--- src/rtl/vending_machine_seq.sv ---
// vending_machine_seq
// Accumulates nickel/dime/quarter credit up to a compile-time price, pulses a
// one-cycle vend strobe, then pays out change (or a full refund on cancel) one
// coin per hopper handshake, largest denomination first.
//
// Parameter constraints: PRICE is a multiple of 5 and >= 5; 2**CW > PRICE + 20.
// Within those bounds credit is always a multiple of 5 and never exceeds
// PRICE + 20, so the unsigned CW-bit arithmetic below cannot wrap.

module vending_machine_seq #(
  parameter int unsigned PRICE = 20,
  parameter int unsigned CW    = 7
) (
  input  logic          i_clk,
  input  logic          i_rst_n,
  input  logic          i_nickel,
  input  logic          i_dime,
  input  logic          i_quarter,
  input  logic          i_cancel,
  input  logic          i_chg_ready,
  output logic          o_vend,
  output logic [CW-1:0] o_credit,
  output logic          o_chg_valid,
  output logic [1:0]    o_chg_coin,
  output logic          o_coin_reject,
  output logic          o_busy
);

  typedef enum logic [1:0] {
    ST_COLLECT = 2'd0,
    ST_VEND    = 2'd1,
    ST_CHANGE  = 2'd2
  } state_e;

  // Coin encodings on o_chg_coin.
  localparam logic [1:0] COIN_NONE    = 2'b00;
  localparam logic [1:0] COIN_NICKEL  = 2'b01;
  localparam logic [1:0] COIN_DIME    = 2'b10;
  localparam logic [1:0] COIN_QUARTER = 2'b11;

  // Coin values and price at credit-register width.
  localparam logic [CW-1:0] VAL_NICKEL  = CW'(5);
  localparam logic [CW-1:0] VAL_DIME    = CW'(10);
  localparam logic [CW-1:0] VAL_QUARTER = CW'(25);
  localparam logic [CW-1:0] PRICE_C     = CW'(PRICE);

  state_e        state_q, state_d;
  logic [CW-1:0] credit_q, credit_d;
  logic          reject_q, reject_d;

  logic [2:0]    coins;
  logic          any_coin;
  logic [CW-1:0] add_val;
  logic          add_ok;
  logic [CW-1:0] credit_sum;
  logic [1:0]    chg_coin;
  logic [CW-1:0] chg_val;

  assign coins    = {i_quarter, i_dime, i_nickel};
  assign any_coin = |coins;

  // Decode a single inserted coin; add_ok is low for none or for a collision.
  always_comb begin
    // NOTE: every combinational output gets a default first so no path leaves
    // it unassigned; otherwise synthesis infers a latch to hold the old value.
    add_val = '0;
    add_ok  = 1'b0;
    unique case (coins)
      3'b001:  begin add_val = VAL_NICKEL;  add_ok = 1'b1; end
      3'b010:  begin add_val = VAL_DIME;    add_ok = 1'b1; end
      3'b100:  begin add_val = VAL_QUARTER; add_ok = 1'b1; end
      default: begin add_val = '0;          add_ok = 1'b0; end
    endcase
  end

  assign credit_sum = credit_q + add_val;

  // Greedy change selection from the registered credit: quarter, dime, nickel.
  always_comb begin
    chg_coin = COIN_NICKEL;
    chg_val  = VAL_NICKEL;
    if (credit_q >= VAL_QUARTER) begin
      chg_coin = COIN_QUARTER;
      chg_val  = VAL_QUARTER;
    end else if (credit_q >= VAL_DIME) begin
      chg_coin = COIN_DIME;
      chg_val  = VAL_DIME;
    end
  end

  // Next-state, next-credit and coin-reject decision.
  always_comb begin
    state_d  = state_q;
    credit_d = credit_q;
    reject_d = 1'b0;

    unique case (state_q)
      ST_COLLECT: begin
        if (i_cancel) begin
          // Cancel wins over any coin seen in the same cycle.
          reject_d = any_coin;
          if (credit_q != '0) begin
            state_d = ST_CHANGE;
          end
        end else if (add_ok) begin
          credit_d = credit_sum;
          if (credit_sum >= PRICE_C) begin
            state_d = ST_VEND;
          end
        end else begin
          // Two or three coins at once cannot be credited reliably.
          reject_d = any_coin;
        end
      end

      ST_VEND: begin
        reject_d = any_coin;
        credit_d = credit_q - PRICE_C;
        state_d  = (credit_q == PRICE_C) ? ST_COLLECT : ST_CHANGE;
      end

      ST_CHANGE: begin
        reject_d = any_coin;
        if (i_chg_ready) begin
          credit_d = credit_q - chg_val;
          if (credit_q == chg_val) begin
            state_d = ST_COLLECT;
          end
        end
      end

      default: begin
        state_d  = ST_COLLECT;
        credit_d = '0;
      end
    endcase
  end

  // State, credit and reject-pulse registers.
  always_ff @(posedge i_clk or negedge i_rst_n) begin
    if (!i_rst_n) begin
      state_q  <= ST_COLLECT;
      credit_q <= '0;
      reject_q <= 1'b0;
    end else begin
      // NOTE: non-blocking assignments make all registers update together from
      // pre-edge values; blocking here would create order-dependent races.
      state_q  <= state_d;
      credit_q <= credit_d;
      reject_q <= reject_d;
    end
  end

  // Outputs are decoded from registered state only.
  assign o_vend        = (state_q == ST_VEND);
  assign o_busy        = (state_q != ST_COLLECT);
  assign o_chg_valid   = (state_q == ST_CHANGE);
  assign o_chg_coin    = o_chg_valid ? chg_coin : COIN_NONE;
  assign o_credit      = credit_q;
  assign o_coin_reject = reject_q;

endmodule

--- config.mk ---
export PLATFORM = sky130hd
export DESIGN_NAME = vending_machine_seq
export DESIGN_NICKNAME = d
export VERILOG_FILES = /design/src/rtl/vending_machine_seq.sv
export SDC_FILE = /design/constraint.sdc
export NUM_CORES = 1
export LEC_CHECK = 0
export CAP_MARGIN = 20
export CORE_UTILIZATION = 42
export CTS_CLUSTER_SIZE = 40
export DETAILED_ROUTE_END_ITERATION = 7
export SLEW_MARGIN = 10
export SYNTH_ARGS = -nofsm -noshare
export SYNTH_HDL_FRONTEND = slang
export SYNTH_SLANG_ARGS = --single-unit
--- constraint.sdc ---
create_clock -name i_clk -period 3.7 [get_ports i_clk]
set_input_delay 0.74 -clock i_clk [delete_from_list [all_inputs] [get_ports i_clk]]
set_output_delay 0.74 -clock i_clk [all_outputs]
set_load 0.05 [all_outputs]
* Word level (Yosys, flattened, before mapping)
Cells that the tools add are included.
** Storage, ports and cells
- Register bits :: 10
- Output and inout port bits :: 13
** Operators by class
- Add/sub/neg operators :: 3
- $lt $le $gt $ge :: 3
- Eq/ne operators :: 14
- Mux-type cells :: 22
- Reductions and logical operators :: 8
** Operator list (count)
- two-way mux 7 bit :: 3
- case mux 7 bit (3 select lines) :: 1
- two-way mux 2 bit :: 10
- case mux 5 bit (3 select lines) :: 1
- >= comparator 7 x 5 -> 1 bit, second input constant :: 2
- != test 3 bit, second input constant :: 3
- adder 7 bit :: 1
- == test 7 x 5 -> 1 bit, second input constant :: 1
- == test 7 bit :: 1
- >= comparator 7 x 4 -> 1 bit, second input constant :: 1
- nonzero test 7 bit :: 1
- subtractor 7 x 5 -> 7 bit, second input constant :: 1
- subtractor 7 bit :: 1
- != test 2 bit, second input constant :: 3
- case mux 2 bit (3 select lines) :: 1
- OR reduction 3 bit :: 2
- two-way mux 5 bit :: 1
- AND reduction 5 bit :: 1
- two-way mux 4 bit :: 1
- == test 3 x 1 -> 1 bit, second input constant :: 1
- == test 3 x 2 -> 1 bit, second input constant :: 1
- == test 3 bit, second input constant :: 1
- two-way mux 1 bit :: 3
- AND reduction 3 bit :: 1
- other kinds (7) :: 7

* Depth between registers and ports, before layout
- Depth in word-level cells :: 8
- Mapped depth :: 15
- Mapped depth without buffers :: 15

* Least setup slack after synthesis
No wires, ideal clock.
- Path type :: register to register
- From :: register credit_q[2], in the netlist o_credit[2]
- To :: register state_q[1]
- Library setup time :: 0.120 ns
- Arrival :: 3.319 ns
- Required time :: 3.580 ns
- Setup slack :: 0.261 ns
- Stages on the path, launching flop included :: 14
- Buffers on the path :: 0
- Cell sequence :: dfrtp_1 -> inv_1 -> ha_1 -> a21oi_1 -> o21ai_0 -> a211oi_1 -> nand2_1 -> ha_1 -> nand4_1 -> o41ai_1 -> o211ai_1 -> or3_1 -> a31o_1 -> o211a_1
** On the way
- Longest elaborated chain between the ends :: 6
- Elaborated cells on any way between the ends :: 15
- Those cells by class :: add/sub: 1; order compare: 3; eq/ne: 5; mux: 4; reduce/logical: 2
** Ends and longest elaborated chain
- start, declared :: RTL line 48 : logic [CW-1:0] credit_q, credit_d;
- start signal, assigned :: RTL line 149 : credit_q <= credit_d;
- parallel branches: the longest is 6 deep, another holds adder 7 bit
- end signal, assigned :: RTL line 148 : state_q <= state_d;
- end, declared :: RTL line 47 : state_e state_q, state_d;
Several ways; the timed one is not identified.
A chain may end at the register's enable or synchronous reset.

* Final worst setup path
- From :: register credit_q[3], in the netlist o_credit[3]
- To :: output o_chg_coin[0]
** On the way
- Longest elaborated chain between the ends :: 4
- Elaborated cells on any way between the ends :: 5
- Those cells by class :: order compare: 2; mux: 3
** Ends and longest elaborated chain
- >= comparator 7 x 4 -> 1 bit :: RTL line 85 : end else if (credit_q >= VAL_DIME) begin
- two-way mux 2 bit :: RTL line 85
- two-way mux 2 bit (*) :: RTL line 82 : if (credit_q >= VAL_QUARTER) begin
- two-way mux 2 bit (*) :: RTL line 158 : assign o_chg_coin = o_chg_valid ? chg_coin : COIN_NONE;
- end, declared :: RTL line 24 : output logic [1:0] o_chg_coin,
Mark *: on every way between the ends. The rest lies on a longest branch, timed or not.

==> metrics.md <==
| Metric | Value |
|---|---|
| Chip width | `59.17 um` |
| CTS tree | `done` |
| CTS clk-pin slew, worst paths | `0.08 ns` |
| IO Pins | `20` |
| Largest net degree at the start of global routing | `13` |
| Final wirelength | `3819 um` |
| Hold WS | `0.6009 ns` |
| Worst R2R End | `o_credit[4]` |
| Syn nets | `187` |
| Synth warn | `0` |
| Worst R2R Setup Slack | `0.27 ns` |
| Syn Inst Count | `161` |
| DR DRC count | `0` |
| Netlist cell types | `47` |
| Worst hold-check path type | `register to register` |
| Hold Path Origin | `state_q[0]` |
| Status | `complete, no violations` |
| Tmin final | `3.497 ns` |
| Peak Freq | `285.9 MHz` |
| Mapped cell area | `1373 um^2` |
| Worst path required time | `2.96 ns` |
| H-Tree Level Count | `1` |
| CTS Buf Count | `3` |
| CP Class | `register to output pin` |
| Die area | `3501 um^2` |
| Worst Hold Depth | `1` |
| Wire per inst | `16.53 um` |
| Skew-Pair Late Insertion Delay | `0.29 ns` |
| Main synth FF type | `dfrtp_1` |
| Worst Hold End | `state_q[0]` |
| Slew HR | `0.6307` |
| # hold bufs at CTS | `0` |
| Vias | `1348` |
| Worst Setup End Kind | `output pin` |
| Syn Area/Cell | `8.525 um^2` |
| Register bit count reported by yosys | `10` |
| ANT nets after route | `0` |
| Clock Tree Buf Depth | `2` |
| Setup TNS | `0 ns` |
| Max-Cap Viols | `0` |
| Worst EP arrival | `2.76 ns` |
| Synth area leaders | `dfrtp_1 18%, ha_1 15%, o21ai_0 6.9%, inv_1 5.5%, bufbuf_16 4.7%` |
| Via/cell ratio | `5.835` |
| Core area | `3078 um^2` |
| Area Overhead vs Synth | `17.87%` |
| R2r startpoint | `o_credit[3]` |
| Slew Viols, Final | `0` |
| Initial DRC count | `89` |
| Largest area contributor in the netlist | `dfrtp_1` |
| Initial antenna violation count | `0` |
| Share of cells above drive strength 1 | `0.1016` |
| Setup bufs post-CTS | `0` |
| Clock skew | `0.009822 ns` |
| Unrepaired setup endpoints after global routing | `false` |
| Post-synth top area share | `0.1823` |
| Worst-Margin Slew | `0.5400 ns` |
| Total congestion overflow | `0` |
| Gp weighted congestion | `0.8956` |
| Die height | `59.17 um` |
| Hpwl dp | `2988 um` |
| Final period util | `0.9453` |
| DR pass1 iterations | `4` |
| Sink Count | `10` |
| Final hold viol count | `0` |
| GRT Total Usage | `0.2522` |
| Ys async rst share | `1.000` |
| Reg2Reg Depth | `12` |
| EDFF count, synth | `0` |
| Worst Setup Start Kind | `register` |
| Rows | `20` |
| Final layout net count | `214` |
| IO Port Bufs | `19` |
| N_diodes | `0` |
| Final setup fails | `0` |
| Vias in the first global route | `1288` |
| Cts repair resizes | `0` |
| First-pass GRT wire length | `6451 um` |
| CP max FO | `11` |
| Fraction of the yosys area taken by sequential cells | `0.1823` |
| Root cell of the clock tree | `clkbuf_4` |
| Starting Density | `0.4459` |
[metrics by stage]
stage / instance area (um^2) / worst slack, ns / util / std cells
final: 1618 / 0.2025 / 0.5256 / 231
after global routing: 1618 / 0.04940 / 0.5256 / 231
after CTS: 1613 / 0.2020 / 0.5240 / 230
after detailed placement: 1577 / 0.05984 / 0.5122 / 226
after global placement: 1577 / 0.1610 / 0.5122 / 226
after floorplan: 1373 / 0.2607 / - / 161
[area by class of cell]
cell class / instances / area [um^2]
Fill cell: 302 / 1460
Multi-Input combinational cell: 124 / 938.4
Timing Repair Buffer: 29 / 262.8
Sequential cell: 10 / 250.2
Inverter: 20 / 75.07
Tap cell: 44 / 55.05
Clock buffer: 4 / 36.28
[state kept, by name, indices dropped and copies added (netlist names)]
register and flops:
o_credit 7, state_q 2, o_coin_reject 1
[synthesized netlist by cell type (2+ instances only)]
cell	instances
o2111ai_1	2
a2bb2oi_1	2
bufbuf_16	2
nor3b_1	3
inv_1	20
dfrtp_1	10
nor2_1	10
ha_1	17
fa_1	2
a21oi_1	8
nand2_1	9
a222oi_1	2
xor2_1	4
nand2b_1	2
clkbuf_1	2
o211ai_1	2
a211oi_1	4
o21a_1	3
or2_2	2
o21ai_0	19
xnor2_1	6
nor3_1	3
o41ai_1	3
[cells in the final DEF, fill, tap and decap left out, drive strengths merged, types with 2 or more instances in the layout]
cell type	instances
a21oi	8
nand2b	2
nand2	9
clkbuf	4
dfrtp	10
buf	10
fa	2
nor3	3
o31ai	2
o21ai	19
a222oi	2
clkdlybuf4s50	19
o41ai	3
inv	20
ha	17
a2bb2oi	2
nor3b	3
xnor2	6
or2	2
o21a	3
o2111ai	2
a211oi	4
o211ai	2
xor2	4
nor2	10
[worst max-delay path by stage]
stage	startpoint	to	depth (start not counted)
6_report	o_credit[3]	o_chg_coin[0]	5
5_1_grt	i_dime	state_q[0]	12
4_1_cts	o_credit[3]	o_chg_coin[0]	5
3_5_place_dp	i_dime	state_q[1]	12
3_3_place_gp	i_dime	state_q[1]	12
2_1_floorplan	o_credit[2]	state_q[1]	13
[metal layers]
metal / vias to the layer above / GRT usage / wire length, um
met5: - / 0 / 0
met4: 0 / 0.08163 / 44
met3: 5 / 0.05022 / 273
met2: 56 / 0.4302 / 1919
met1: 642 / 0.3181 / 1582
li1: 645 / - / -
[logic make-up (layout without fill, tap and decap cells)]
logic type,after synthesis,after routing,share of synthesized area
compound gates,61,61,0.3100
simple gates,34,34,0.1258
buf+inv,27,53,0.1340
fa+ha+maj,19,19,0.1841
xor+xnor,10,10,0.06381
flops,10,10,0.1823
[critical path, cell delays in order (launching register included)]
cell	delay (ns)
dfrtp_1	0.41
buf_4	0.19
a2111oi_0	0.52
o21ai_0	0.33
a21oi_1	0.21
clkdlybuf4s50_1	0.81
Power is left out: the tool's default activity adds up to more than one toggle a clock period on the data nets, which glitch-free logic cannot reach.
==> variant 1 (config.mk and constraints unchanged) <==
The parameter `CW` goes from 7 to 14.
--- a/src/rtl/vending_machine_seq.sv
+++ b/src/rtl/vending_machine_seq.sv
@@ -10,5 +10,5 @@
 module vending_machine_seq #(
   parameter int unsigned PRICE = 20,
-  parameter int unsigned CW    = 7
+  parameter int unsigned CW    = 14
 ) (
   input  logic          i_clk,
Ports: changed (resized o_credit); port bits go from 20 to 27. No check against the original RTL was run, so the function may have changed too.
==> variant 1 against the unedited design <==
The run now ends with negative setup slack left. Cell count up 84%. Routed wire length grew 92%. Setup slack worse by 340 ps. Fmax shrank 8.9%. Design area rose by 90%. Sequential cell count up 7. Area after synthesis increased by 61%.
==> variant 1: results (changes against the unedited design) <==
* Outcome: finished, violations left
* Failing checks: negative setup slack
* Launching point of the worst reg2reg path: o_credit[8]
* Delay-heaviest family, CP: simple AND/OR/NAND/NOR gates
* Hold path depth at 2 (+1)
* Post-DR wirelength/cell at 17.25 µm (+4.3%)
* Slowest stage delay, CP at 540 ps (-270 ps)
* Crit-path slowest cell: or4_4
* Vias in the first global route at 2406 (+87%)
* GRT met2 Usage at 47.05% (+4.0 points)
* Signal buffers at 83 (+190%)
* Tightest Pin Transition at 872.6 ps (+332.6 ps)
* Routed WL at 7.331 mm (+92%)
* Mux contribution to synthesized area at 1.925% (+1.9 points)
* Multi-input gate count at 235 (+90%)
* Fraction of area in multi-input gates at 57.06% (-0.94 points)
* Final Skew at 6.286 ps (-3.536 ps)
* Met1 global-route usage at 36.84% (+5.0 points)
* Met3 wire length at 447 µm (+64%)
* Synth Area in Compound Gates at 32.62% (+1.6 points)
* Post-CTS Resized at 17 (+17)
* Filler Cell Count at 522 (+73%)
* DP HPWL at 5.399 mm (+81%)
* Inverters, non-clock at 16 (-20%)
* First-pass GRT wire length at 11.74 mm (+82%)
* Gpl congestion at 0.9494 (+6.0%)
* Met1 wire length at 3.127 mm (+98%)
* Critical Path AT at 3970 ps (+1210 ps)
* Synthesis-stage register bit count at 17 (+7)
* Final WS setup at -140.2 ps (-342.7 ps)
* Core box area at 5075 µm² (+65%)
* Root Buffer: clkbuf_8
* Total GRT Usage at 28.12% (+2.9 points)
* Buffer share of cell area at 22.63% (+6.4 points)
* Final setup vio count at 10 (+10)
* Post-synthesis sequential area ratio at 19.25% (+1.0 points)
variant 1: changes by cell type in the layout (fill, tap and decap cells not counted), moves of 7 or more:
| cell | delta |
|---|---|
| a21oi_1 | +11 |
| buf_4 | +48 |
| nand2_1 | +12 |
| nand3_1 | +11 |
| nor3_1 | +7 |
variant 1: per-stage QoR:
stage / hold WS, ps / setup slack (ps) / utilization [%]
floorplan: 444.4 / -107.1 / -
global placement: 585.6 / -354.5 / 56.68
detailed placement: 591.6 / -480.5 / 56.68
CTS: 610.1 / -75.91 / 58.88
global route: 633.9 / -273.3 / 60.58
finish: 612.1 / -140.2 / 60.58
variant 1: power groups by stage:
| stage | clock (mW) | sequential [mW] | combinational (mW) |
|---|---|---|---|
| floorplan | 0 | 0.572 | 1.29 |
| global placement | 0 | 0.345 | 2.28 |
| detailed placement | 0 | 0.344 | 2.30 |
| CTS | 0.160 | 0.341 | 2.37 |
| global route | 0.169 | 0.356 | 2.69 |
| finish | 0.157 | 0.344 | 2.50 |
==> variant 2 (same settings) <==
Without the edit above. Register the output `o_credit` once more, cleared by the reset; this adds one clock of latency there. The other outputs are not delayed to match.
--- a/src/rtl/vending_machine_seq.sv
+++ b/src/rtl/vending_machine_seq.sv
@@ -157,5 +157,11 @@
   assign o_chg_valid   = (state_q == ST_CHANGE);
   assign o_chg_coin    = o_chg_valid ? chg_coin : COIN_NONE;
-  assign o_credit      = credit_q;
+  always_ff @(posedge i_clk or negedge i_rst_n) begin
+    if (!i_rst_n) begin
+      o_credit <= '0;
+    end else begin
+      o_credit <= credit_q;
+    end
+  end
   assign o_coin_reject = reject_q;
 
Formal check against the unedited RTL: not equivalent (a bounded check fails within 4 cycles, from zero or initial values and one cycle with i_rst_n low).
==> variant 2 against the unedited design <==
Non-clock buffer count decreased by 2. Routed wire length is 3.1% higher. Critical path type is now primary input to flop. Count of clock-buffer cells in the layout unchanged. Die area up 9.7%. Fmax is 0.58% higher. Critical path depth up 7. Setup slack improved by 20 ps. Area after synthesis up 10%. Sequential cell count grew 7. Design area is 13% higher.
Power is left out: the tool's default activity adds up to more than one toggle a clock period on the data nets, which glitch-free logic cannot reach.
==> variant 2: results (changes against the unedited design) <==
* Outcome: finished, final reports clean
* Worst rel slew slack at 54.33% (-8.7 points)
* Area after DPL at 1805 µm² (+15%)
* DRT iter0 DRCs at 66 (-26%)
* Root Buffer: clkbuf_4
* Clk_lat worst skew at 280 ps
* Total GRT Usage at 21.99% (-3.2 points)
* Final Net Count at 222 (+3.7%)
* Commonest non-fill, non-tap cell in the layout: clkdlybuf4s50_1
* Critical Path AT at 3660 ps (+900 ps)
* Routed WL at 3.936 mm (+3.1%)
* Worst hold path startpoint: credit_q[1]
* First-pass GRT wire length at 6.106 mm (-5.3%)
* Gpl congestion at 0.9012 (+0.63%)
* # port buffers at 19 (unchanged)
* Filler Cell Count at 323 (+7.0%)
* Vias in the first global route at 1230 (-4.5%)
* # H-tree levels at 1 (unchanged)
* Final Skew at 8.738 ps (-1.083 ps)
* Launching point of the worst reg2reg path: credit_q[2]
* Worst setup path startpoint: i_dime
* Post-synthesis sequential area ratio at 28.17% (+9.9 points)
* Largest net degree at the start of global routing at 18 (+5)
* DP HPWL at 3.175 mm (+6.3%)
* Drt first pass iters at 4 (unchanged)
* CTS clk-pin slew, worst paths at 80 ps (about the same)
* Mapped Nets at 193 (+3.2%)
* Top post-synthesis cells by area: dfrtp_1 28%, ha_1 14%, inv_1 3.5%
* Share of layout cells above drive strength 1 at 10.26% (+0.096 points)
* Delay-heaviest family, CP: simple AND/OR/NAND/NOR gates
* Commonest cells in the netlist: 17 x dfrtp_1, 17 x ha_1, 14 x inv_1, 11 x nor2_1
* Diode count at 0 (unchanged)
* Worst Path Max Fanout at 6 (-5)
* Ys async rst share at 100.0% (unchanged)
* Slowest stage delay, CP at 510 ps (-300 ps)
* Yosys cell types at 49 (+4.3%)
* Vias per cell at 5.730 (-1.8%)
variant 2: worst register-to-register path, stage by stage, from the launching register on:
cell      delay, ps
dfrtp_1         350
inv_1           100
ha_1            230
a21oi_1         140
o21ai_1          70
a211oi_1        340
nand2_1         140
buf_4           170
fa_1            430
a21o_1          180
a21oi_1         240
o21a_1          180
o211ai_1        100
a22o_1          210
a22o_1          200
variant 2: worst paths after layout:
path,slack [ps],to,cells past startpoint
worst min-delay path,430,o_credit[1],0
min in group asynchronous,870,credit_q[3],1
worst max-delay path,220,state_q[1],12
worst max register to register,510,credit_q[6],14
max in group asynchronous,2390,o_credit[0],1
worst min register to register,430,o_credit[1],0
variant 2: cells by family after synthesis:
group / share of synthesized area [%]
AO/OA/AOI/OAI: 26.68
XOR/XNOR: 5.219
adder cells (fa/ha/maj): 16.74
buffers and inverters: 4.805
flip-flops: 28.17
multiplexers: 1.657
AND/OR/NAND/NOR: 16.74
variant 2: metal layers:
layer	global-route usage (%)	wire [µm]	vias to the layer above
met1	30.90	1805	672
li1	-	-	670
met2	37.54	1961	37
met4	4.762	10	0
met5	0	0	-
met3	0.6211	158	2
variant 2: layout make-up:
type	instances	area (µm²)	area share, %
Inverter	16	60.06	3.279
Multi-Input combinational cell	131	1012	55.26
Tap cell	46	57.56	3.142
Timing Repair Buffer	27	250.2	13.66
Clock buffer	4	26.28	1.434
Sequential cell	17	425.4	23.22
variant 2: through the flow:
stage / worst slack, ps / hold slack [ps] / std cells
6_report: 222.6 / 434.3 / 241
5_1_grt: 74.90 / 445.2 / 241
4_1_cts: 234.1 / 434.2 / 241
3_5_place_dp: -50.26 / 403.9 / 237
3_3_place_gp: 130.1 / 413.3 / 237
2_1_floorplan: 596.4 / 351.9 / 167
